### config.mk
export PLATFORM = sky130hd
export DESIGN_NAME = instruction_fetch_controller_flat
export DESIGN_NICKNAME = d
export VERILOG_FILES = /design/src/rtl/instruction_fetch_controller_if.sv /design/src/rtl/instruction_fetch_controller.sv /design/src/flat_wrapper.sv
export SDC_FILE = /design/constraint.sdc
export NUM_CORES = 1
export LEC_CHECK = 0
export CORE_AREA = 2 2 60 84
export DETAILED_ROUTE_END_ITERATION = 8
export DIE_AREA = 0 0 62 86
export PLACE_DENSITY_LB_ADDON = 0.15
export SLEW_MARGIN = 20
export SYNTH_ARGS = -nofsm -noshare
export SYNTH_HDL_FRONTEND = slang
export SYNTH_SLANG_ARGS = --single-unit
### constraint.sdc
create_clock -name clk -period 1.4 [get_ports clk]
set_clock_uncertainty 0.1 [all_clocks]
set_input_delay 0.28 -clock clk [delete_from_list [all_inputs] [get_ports clk]]
set_output_delay 0.28 -clock clk [all_outputs]
set_load 0.03 [all_outputs]
### src/rtl/instruction_fetch_controller_if.sv
// instruction_fetch_controller_if: control, branch, memory and instruction-stream signals of the fetch controller
interface instruction_fetch_controller_if #(
  parameter int INSTRUCTION_SIZE      = 16,
  parameter int INSTRUCTION_ADDR_SIZE = 10
);
  logic                             start;
  logic                             halt;
  logic                             branch_valid;
  logic [INSTRUCTION_ADDR_SIZE-1:0] branch_target;
  logic [INSTRUCTION_ADDR_SIZE-1:0] imem_addr;
  logic [INSTRUCTION_SIZE-1:0]      imem_data;
  logic [INSTRUCTION_SIZE-1:0]      instr;
  logic [INSTRUCTION_ADDR_SIZE-1:0] instr_pc;
  logic                             instr_valid;
  logic                             instr_ready;
  logic                             running;
  modport master (
    input  start, halt, branch_valid, branch_target, imem_data, instr_ready,
    output imem_addr, instr, instr_pc, instr_valid, running
  );
  modport slave (
    output start, halt, branch_valid, branch_target, imem_data, instr_ready,
    input  imem_addr, instr, instr_pc, instr_valid, running
  );
endinterface

### src/rtl/instruction_fetch_controller.sv
// instruction_fetch_controller: IDLE/RUN fetch sequencer feeding a one-entry instruction register from combinational memory.
// Optional FETCH_HALT_ON_ZERO_EN: an all-zero fetched word stops the controller instead of being presented.
module instruction_fetch_controller #(
  parameter int INSTRUCTION_SIZE      = 16,
  parameter int INSTRUCTION_ADDR_SIZE = 10,
  parameter int RESET_VECTOR          = 0
) (
  input  logic                          clk,
  input  logic                          rst,
  instruction_fetch_controller_if.master bus
);
  typedef enum logic {IDLE, RUN} state_t;
  state_t                           r_state, w_state;
  logic [INSTRUCTION_ADDR_SIZE-1:0] r_pc, w_pc;
  logic [INSTRUCTION_SIZE-1:0]      r_instr, w_instr;
  logic [INSTRUCTION_ADDR_SIZE-1:0] r_instr_pc, w_instr_pc;
  logic                             r_valid, w_valid;
  logic                             w_fetch;
  assign bus.imem_addr   = r_pc;
  assign bus.instr       = r_instr;
  assign bus.instr_pc    = r_instr_pc;
  assign bus.instr_valid = r_valid;
  assign bus.running     = r_state == RUN;
  // A fetch needs the output register to be empty or drained this cycle
  assign w_fetch = r_state == RUN && (!r_valid || bus.instr_ready);
  always_comb begin
    w_state    = r_state;
    w_pc       = r_pc;
    w_instr    = r_instr;
    w_instr_pc = r_instr_pc;
    w_valid    = r_valid;
    if (bus.halt) begin
      w_state = IDLE;
      w_valid = 1'b0;
    end else if (bus.branch_valid) begin
      w_pc    = bus.branch_target;
      w_valid = 1'b0;
    end else if (r_state == IDLE) begin
      w_state = bus.start ? RUN : IDLE;
    end else if (w_fetch) begin
`ifdef FETCH_HALT_ON_ZERO_EN
      if (bus.imem_data == '0) begin
        w_state = IDLE;
        w_valid = 1'b0;
      end else begin
        w_instr    = bus.imem_data;
        w_instr_pc = r_pc;
        w_valid    = 1'b1;
        w_pc       = r_pc + 1'b1;
      end
`else
      w_instr    = bus.imem_data;
      w_instr_pc = r_pc;
      w_valid    = 1'b1;
      w_pc       = r_pc + 1'b1;
`endif
    end
  end
  always_ff @(posedge clk or posedge rst) begin
    if (rst) begin
      r_state    <= IDLE;
      r_pc       <= INSTRUCTION_ADDR_SIZE'(RESET_VECTOR);
      r_instr    <= '0;
      r_instr_pc <= '0;
      r_valid    <= 1'b0;
    end else begin
      r_state    <= w_state;
      r_pc       <= w_pc;
      r_instr    <= w_instr;
      r_instr_pc <= w_instr_pc;
      r_valid    <= w_valid;
    end
  end
endmodule

### src/flat_wrapper.sv
// flat-port wrapper written by rule: the top's interface ports become plain ports
module instruction_fetch_controller_flat 
#(
  parameter int INSTRUCTION_SIZE      = 16,
  parameter int INSTRUCTION_ADDR_SIZE = 10,
  parameter int RESET_VECTOR          = 0
)
  (clk, rst, bus_start, bus_halt, bus_branch_valid, bus_branch_target, bus_imem_data, bus_instr_ready, bus_imem_addr, bus_instr, bus_instr_pc, bus_instr_valid, bus_running);
  instruction_fetch_controller_if #(.INSTRUCTION_SIZE(INSTRUCTION_SIZE), .INSTRUCTION_ADDR_SIZE(INSTRUCTION_ADDR_SIZE)) bus_i ();
  input  logic clk;
  input  logic rst;
  input wire logic [$bits(bus_i.start)-1:0] bus_start;
  input wire logic [$bits(bus_i.halt)-1:0] bus_halt;
  input wire logic [$bits(bus_i.branch_valid)-1:0] bus_branch_valid;
  input wire logic [$bits(bus_i.branch_target)-1:0] bus_branch_target;
  input wire logic [$bits(bus_i.imem_data)-1:0] bus_imem_data;
  input wire logic [$bits(bus_i.instr_ready)-1:0] bus_instr_ready;
  output wire logic [$bits(bus_i.imem_addr)-1:0] bus_imem_addr;
  output wire logic [$bits(bus_i.instr)-1:0] bus_instr;
  output wire logic [$bits(bus_i.instr_pc)-1:0] bus_instr_pc;
  output wire logic [$bits(bus_i.instr_valid)-1:0] bus_instr_valid;
  output wire logic [$bits(bus_i.running)-1:0] bus_running;
  assign bus_i.start = bus_start;
  assign bus_i.halt = bus_halt;
  assign bus_i.branch_valid = bus_branch_valid;
  assign bus_i.branch_target = bus_branch_target;
  assign bus_i.imem_data = bus_imem_data;
  assign bus_i.instr_ready = bus_instr_ready;
  assign bus_imem_addr = bus_i.imem_addr;
  assign bus_instr = bus_i.instr;
  assign bus_instr_pc = bus_i.instr_pc;
  assign bus_instr_valid = bus_i.instr_valid;
  assign bus_running = bus_i.running;
  instruction_fetch_controller #(.INSTRUCTION_SIZE(INSTRUCTION_SIZE), .INSTRUCTION_ADDR_SIZE(INSTRUCTION_ADDR_SIZE), .RESET_VECTOR(RESET_VECTOR)) u_core (.clk(clk), .rst(rst), .bus(bus_i));
endmodule
# After elaboration in Yosys (flattened, before gate mapping)
# Cells that the tools add are included.
# op_classes
add_sub_neg	1
eq_ne	1
mux	11
n_bitwise	2
n_reduce_logical	10
# op_table
op	count
10-bit two-way mux	3
10-bit by 1-bit adder with 10-bit output (second input constant)	1
1-bit two-way mux	8
3-bit nonzero test	2
4-bit AND reduction	1
2-bit nonzero test	2
3-bit AND reduction	1
2-bit inequality test (second input constant)	1
1-bit NOT	2
2-bit AND reduction	1
1-bit logical AND	1
1-bit logical NOT	1
1-bit logical OR	1
# totals
reg_bits	38
output_inout_bits	38
word_cells	30

# Longest topological paths before layout
# Gate-level depths: netlist of the first run.
# depth
depth_word	7
depth_mapped	6
depth_no_buf	5

# Least setup slack after synthesis of the first run
# No wires, ideal clock.
# synth_path
path_kind	reg2reg
start	register u_core.r_pc[0] (netlist: u_core.bus.imem_addr[0])
end	register u_core.r_pc[8] (netlist: u_core.bus.imem_addr[8])
setup_ns	0.131
t_arrival_ns	1.452
required_ns	1.169
path_slack_ns	-0.282
path_stages_with_launch	6
path_buffers	0
synth_period_minus_slack_ns	1.682
path_cell_list	dfrtp_1 ha_1 nand2_1 or3_1 o22ai_1 a22oi_1
# synth_between
elab_chain_cells	4
# synth_lines
item	line	rtl
start, declared	instruction_fetch_controller.sv:14	logic [INSTRUCTION_ADDR_SIZE-1:0] r_pc, w_pc;
start signal, assigned	instruction_fetch_controller.sv:62	r_pc <= INSTRUCTION_ADDR_SIZE'(RESET_VECTOR);
start signal, assigned	instruction_fetch_controller.sv:68	r_pc <= w_pc;
10-bit by 1-bit adder with 10-bit output	instruction_fetch_controller.sv:55	w_pc = r_pc + 1'b1;
10-bit two-way mux	instruction_fetch_controller.sv:40	end else if (w_fetch) begin
10-bit two-way mux	instruction_fetch_controller.sv:38	end else if (r_state == IDLE) begin
10-bit two-way mux	instruction_fetch_controller.sv:35	end else if (bus.branch_valid) begin
# Every way passes these cells. The select of a mux whose other input is x is not followed.
# A chain may end at the register's enable or synchronous reset.

# Final worst setup path of the first run
# layout_path
start	register u_core.r_pc[1] (netlist: u_core.bus.imem_addr[1])
end	register u_core.r_pc[8] (netlist: u_core.bus.imem_addr[8])
# Same word-level chain as after synthesis.

==> results.yml, run 1 <==
die:
  dieHeight_um: 86
  start_util_pct: 36.8
  coreArea_um2: 4540
  rows: 29
  boundaryPins: 70
  fp.dieW_um: 62
  die-area_um2: 5330
critical_path:
  rr_startpoint: "u_core.bus.imem_addr[1]$_DFFE_PP0P_"
  crit_fanout: 4
  arrival_ns: 1.49
  required_ns: 1.47
  reg2reg_slack_ns: -0.02
  r2r-end: "u_core.bus.imem_addr[8]$_DFFE_PP0P_"
  critical_path_class: "reg2reg"
  start_kind: "flop"
  end_kind: "flop"
  worstRegToRegCells: 5
sta:
  finalWorstSetupSlack_ns: -0.0226
  setup_viol: 2
  relSlewSlack_pct: 81.9
  final.period_utilization_pct: 102
  worst_pin_slew_ns: 0.272
  hold_viol: 0
  rsz0062_at_grt: "yes"
  max_freq_mhz: 703
  period_needed_ns: 1.42
  slew_viol_final: 0
clocking:
  cts_tree: "done"
  clk_latency_ns: 0.28
  numCtsBuffers: 5
  cts_hold_buf: 0
  cts.path.max_buffers: 2
  path_clk_slew_ns: 0.07
  cts-root-buf: "clkbuf_8"
  clock_sinks: 38
  cts_max_level: 2
yosys:
  seq_area_frac_synth_pct: 57.0
  async_flop_share_pct: 100
  yosys_warnings: 0
  synth-seq-cells: 38
  syn_avg_cell_area_um2: 11.8
  synth_top_area_cell: "dfrtp_1"
  synthFlopType: "dfrtp_1"
  synthDistinctLibCells: 32
  syn_inst: 142
  syn_area_um2: 1670
  synth_top_area_share_pct: 57.0
  synth_nets: 175
  yosys-top-cells-area: "dfrtp_1, mux2_2, o21ai_0"
  synth_edf_count: 0
pwr:
  power.leakage_nw: 1.25
  p_per_area_nw_per_um2: 1560
  ir_drop_mv: 0.804
run:
  cap_violations: 0
detailed_routing:
  viasPerCell: 4.94
  drtIter0Drc: 41
  route.detailed.drc: 0
  final_antenna_net_count: 0
  wl_per_cell_um: 14.3
  first_pass_iters: 4
  vias: 1478
  finalWirelength_um: 4270
placed_design:
  placedCellCount: 286
  place_congestion: 0.829
  portBuffers: 69
  dp_hpwl_um: 3030
global_routing:
  grt_start_max_net_pins: 39
  grt_pass1_vias: 1493
  grtUsageTotal_pct: 17.3
  grt_pass1_wl_um: 6760
  antenna_found_initial: 0
  grt-ovfl-total: 0
cells_and_area:
  syn2layout_area_growth_pct: 67.8
  final_core_util_pct: 61.8
  drive_gt1_share_pct: 50.6
  stdcell_count: 299
  nets: 269
  layout_commonest_cell: "dfrtp_1"
  final_cell_mix: "dfrtp_1, clkdlybuf4s50_1, buf_4, mux2_2, buf_6"
  antenna_cells: 0
status:
  status: "finished, violations left"
  violations: "negative setup slack"
worst_hold_path:
  hp-class: "in2async"
==> where the power goes <==
group | internal (mW) | switching, mW
clock network | 0.524 | 0.367
logic | 0.833 | 1.04
registers | 1.40 | 0.198
total | 2.76 | 1.61
==> critical path, stage by stage, from the launching register on <==
cell	delay [ns]
dfrtp_2	0.43
ha_4	0.15
nand2_1	0.06
or3_4	0.35
o22ai_2	0.12
a22oi_1	0.10
==> worst max-delay path by stage <==
stage / from / endpoint / slack [ns] / depth (start not counted)
final: u_core.bus.imem_addr[1]$_DFFE_PP0P_ / u_core.bus.imem_addr[8]$_DFFE_PP0P_ / -0.02 / 5
after global routing: u_core.bus.imem_addr[1]$_DFFE_PP0P_ / u_core.bus.imem_addr[7]$_DFFE_PP0P_ / -0.1 / 4
after CTS: u_core.bus.instr_valid$_DFFE_PP0P_ / u_core.bus.instr[4]$_DFFE_PP0P_ / -0.04 / 6
after detailed placement: bus_branch_valid / u_core.bus.imem_addr[5]$_DFFE_PP0P_ / -0.50 / 5
after global placement: bus_branch_valid / u_core.bus.imem_addr[5]$_DFFE_PP0P_ / -0.47 / 5
after floorplan: u_core.bus.instr_valid$_DFFE_PP0P_ / u_core.bus.imem_addr[4]$_DFFE_PP0P_ / -0.13 / 5
==> cells in the mapped netlist (3+ instances only) <==
master / count
inv_1: 4
buf_2: 4
nand3_1: 5
nor3_1: 4
o21ai_1: 4
mux2_2: 23
mux2i_1: 3
nand2_1: 8
o21ai_0: 11
dfrtp_1: 38
nor2_1: 5
a21oi_1: 9
==> metal layers <==
layer	up-vias	GRT usage, %	part of all wire, %
li1	702	-	-
met3	7	4.83	6.7
met2	57	29.6	54
met4	0	6.58	1.8
met5	-	0	0
met1	712	19.7	38
==> flip-flops by register name (all words and copies together) (netlist names) <==
name and flops:
u_core.bus.running 1, u_core.bus.instr 16, u_core.bus.instr_valid 1, u_core.bus.instr_pc 10, u_core.bus.imem_addr 10
==> stage by stage <==
stage	area [um2]	setup WS [ns]	TNS, ns	power, mW	hold slack (ns)
CTS	2810	-0.0447	-0.956	4.40	0.260
global placement	2540	-0.469	-15.55	3.43	0.364
floorplan	1720	-0.130	-1.12	2.61	0.243
detailed placement	2540	-0.501	-16.71	3.48	0.380
global route	2800	-0.0950	-0.427	4.63	0.261
finish	2800	-0.0226	-0.0355	4.37	0.260
==> logic make-up after synthesis <==
kind of cell               after synthesis  synth area share (%)
AOI/OAI and AO/OA                       33                  11.0
adders and majority gates                1                 0.750
and+or+nand+nor                         32                  9.90
muxes                                   26                  17.3
buffers and inverters                   12                  4.05
DFF                                     38                  57.0
==> final cells by class <==
class	instances	area, um2
clock buffer	5	68.8
clock inverter	3	40.0
fill	399	1730
inverter	5	20.0
multi-input combinational	93	777
sequential	38	961
tap	62	77.6
timing repair buffer	93	857
==> repair_timing <==
| action | CTS | global route |
|---|---|---|
| cloned | 1 | 1 |
| gates resized for setup | 70 | 27 |
| endpoints found under the setup margin | 59 | 52 |
| pin swaps | 4 | 4 |
| setup buffers | 3 | 2 |
No activity file was read; power rests on OpenSTA's default activity.
==> run 2, diff against run 1 <==
Settings changed: CTS_CLUSTER_SIZE set to 16, MAX_ROUTING_LAYER set to met4.
==> run 2 against run 1 <==
Effect of this change: the flow still finishes with violations (negative setup slack); clock power is essentially flat; core utilization stayed put; sequential power about the same; critical path depth stayed put; total power hardly changed; worst hold slack better by 0.00090 ns; highest routed layer unchanged; first-iteration DRC count up 32%; routed wire length is 0.49% higher; count of clock-buffer cells in the layout is the same; die area unchanged.
==> results.yml, run 2 (same netlist as run 1, synthesis figures left out) <==
clocking:
  cts_max_level: 2
  clock_sinks: 38
  numCtsBuffers: 5
  cts-root-buf: "clkbuf_8"
  path_clk_slew_ns: 0.07
  cts_hold_buf: 0
  cts_tree: "done"
  clk_latency_ns: 0.28
  cts.path.max_buffers: 2
pwr:
  p_per_area_nw_per_um2: 1560
  p_sw_mw: 1.61
  ir_drop_mv: 0.805
  p_int_mw: 2.76
  sw_frac_of_total_pct: 36.8
  seqPwrFrac_pct: 36.6
  finalPower_mw: 4.37
  power.leakage_nw: 1.25
  power_frac_comb_pct: 42.9
  clkPwrFrac_pct: 20.4
die:
  fp.dieW_um: 62
  coreArea_um2: 4540
  boundaryPins: 70
  rows: 29
  dieHeight_um: 86
  die-area_um2: 5330
  start_util_pct: 36.8
cells_and_area:
  antenna_cells: 0
  fillers: 399
  final_cell_mix: "dfrtp_1, clkdlybuf4s50_1, buf_4, mux2_2, buf_6"
  seqCellArea_um2: 961
  final_core_util_pct: 61.8
  largest_register_ff_count: 16
  syn2layout_area_growth_pct: 67.8
  nets: 269
  multi_input_area_um2: 777
  drive_gt1_share_pct: 50.6
  layout_commonest_cell: "dfrtp_1"
  stdcell_count: 299
worst_hold_path:
  hp-class: "in2async"
detailed_routing:
  topRoutingLayerUsed: "met4"
  vias: 1491
  finalWirelength_um: 4290
  first_pass_iters: 4
  m1WireLength_um: 1630
  wl_per_cell_um: 14.4
  drtIter0Drc: 54
  route.detailed.drc: 0
  met3_length_um: 294
  final_antenna_net_count: 0
  wl_met2_um: 2280
  viasPerCell: 4.99
global_routing:
  grt_pass1_vias: 1487
  grt-ovfl-total: 0
  grtUsageTotal_pct: 17.8
  antenna_found_initial: 0
  grt_start_max_net_pins: 39
  grt_pass1_wl_um: 6760
critical_path:
  required_ns: 1.47
  crit_fanout: 4
  arrival_ns: 1.49
  start_kind: "flop"
  critical_path_class: "reg2reg"
  end_kind: "flop"
placed_design:
  portBuffers: 69
  dp_hpwl_um: 3030
  place_congestion: 0.842
  placedCellCount: 286
sta:
  max_freq_mhz: 702
  final.period_utilization_pct: 102
  whs_ns: 0.261
  hold_viol: 0
  setup_viol: 2
  finalWorstSetupSlack_ns: -0.0255
  period_needed_ns: 1.43
  slew_viol_final: 0
  relSlewSlack_pct: 81.9
  fin_setup_tns_ns: -0.0392
  rsz0062_at_grt: "yes"
  worst_pin_slew_ns: 0.271
status:
  status: "finished, violations left"
  violations: "negative setup slack"
run:
  cap_violations: 0
-- run 2: cell counts in the layout (fill, tap and decap cells not counted) --
No cell type changed its count.
-- run 2: area by class of cell --
cell class                 instances  area share (%)
timing repair buffer              93            30.6
sequential                        38            34.3
clock buffer                       5            2.46
inverter                           5           0.715
clock inverter                     3            1.43
tap                               62            2.77
multi-input combinational         93            27.7
-- run 2: routing by layer --
layer | track usage (%) | vias to the layer above
li1 | - | 701
met1 | 19.6 | 723
met2 | 29.7 | 58
met3 | 4.83 | 9
met4 | 6.58 | 0
met5 | - | -
-- run 2: worst max-delay path: stages (launching register included) --
cell	delay, ns
dfrtp_2	0.43
ha_4	0.15
nand2_1	0.06
or3_4	0.35
o22ai_2	0.12
a22oi_1	0.10
-- run 2: timing repair --
item	CTS	global route
pin swaps	4	4
setup buffers	3	2
gates resized for setup	70	27
endpoints found under the setup margin	59	52
cloned	1	1
-- run 2: power groups by stage --
| stage | logic (mW) | registers [mW] | clock network (mW) |
|---|---|---|---|
| floorplan | 0.394 | 2.22 | 0 |
| global placement | 1.84 | 1.59 | 0 |
| detailed placement | 1.86 | 1.61 | 0 |
| CTS | 1.87 | 1.60 | 0.933 |
| global route | 2.01 | 1.65 | 0.982 |
| finish | 1.88 | 1.60 | 0.892 |
-- run 2: through the flow --
stage | cell area [um2] | setup WS, ns
floorplan | 1720 | -0.130
global placement | 2540 | -0.469
detailed placement | 2540 | -0.501
CTS | 2810 | -0.0447
global route | 2800 | -0.0944
finish | 2800 | -0.0255
-- run 2: path summary, 6_finish.rpt --
kind,cells after the start,slack [ns],end,startpoint
max in group asynchronous,3,0.74,u_core.bus.imem_addr[0]$_DFFE_PP0P_,rst
min in group clk,2,0.34,u_core.bus.running$_DFFE_PP0P_,bus_halt
min reg2reg,2,0.39,u_core.bus.instr_pc[2]$_DFFE_PP0P_,u_core.bus.instr_pc[2]$_DFFE_PP0P_
min,3,0.26,u_core.bus.instr[9]$_DFFE_PP0P_,rst
max,5,-0.03,u_core.bus.imem_addr[8]$_DFFE_PP0P_,u_core.bus.imem_addr[1]$_DFFE_PP0P_
max reg2reg,5,-0.03,u_core.bus.imem_addr[8]$_DFFE_PP0P_,u_core.bus.imem_addr[1]$_DFFE_PP0P_
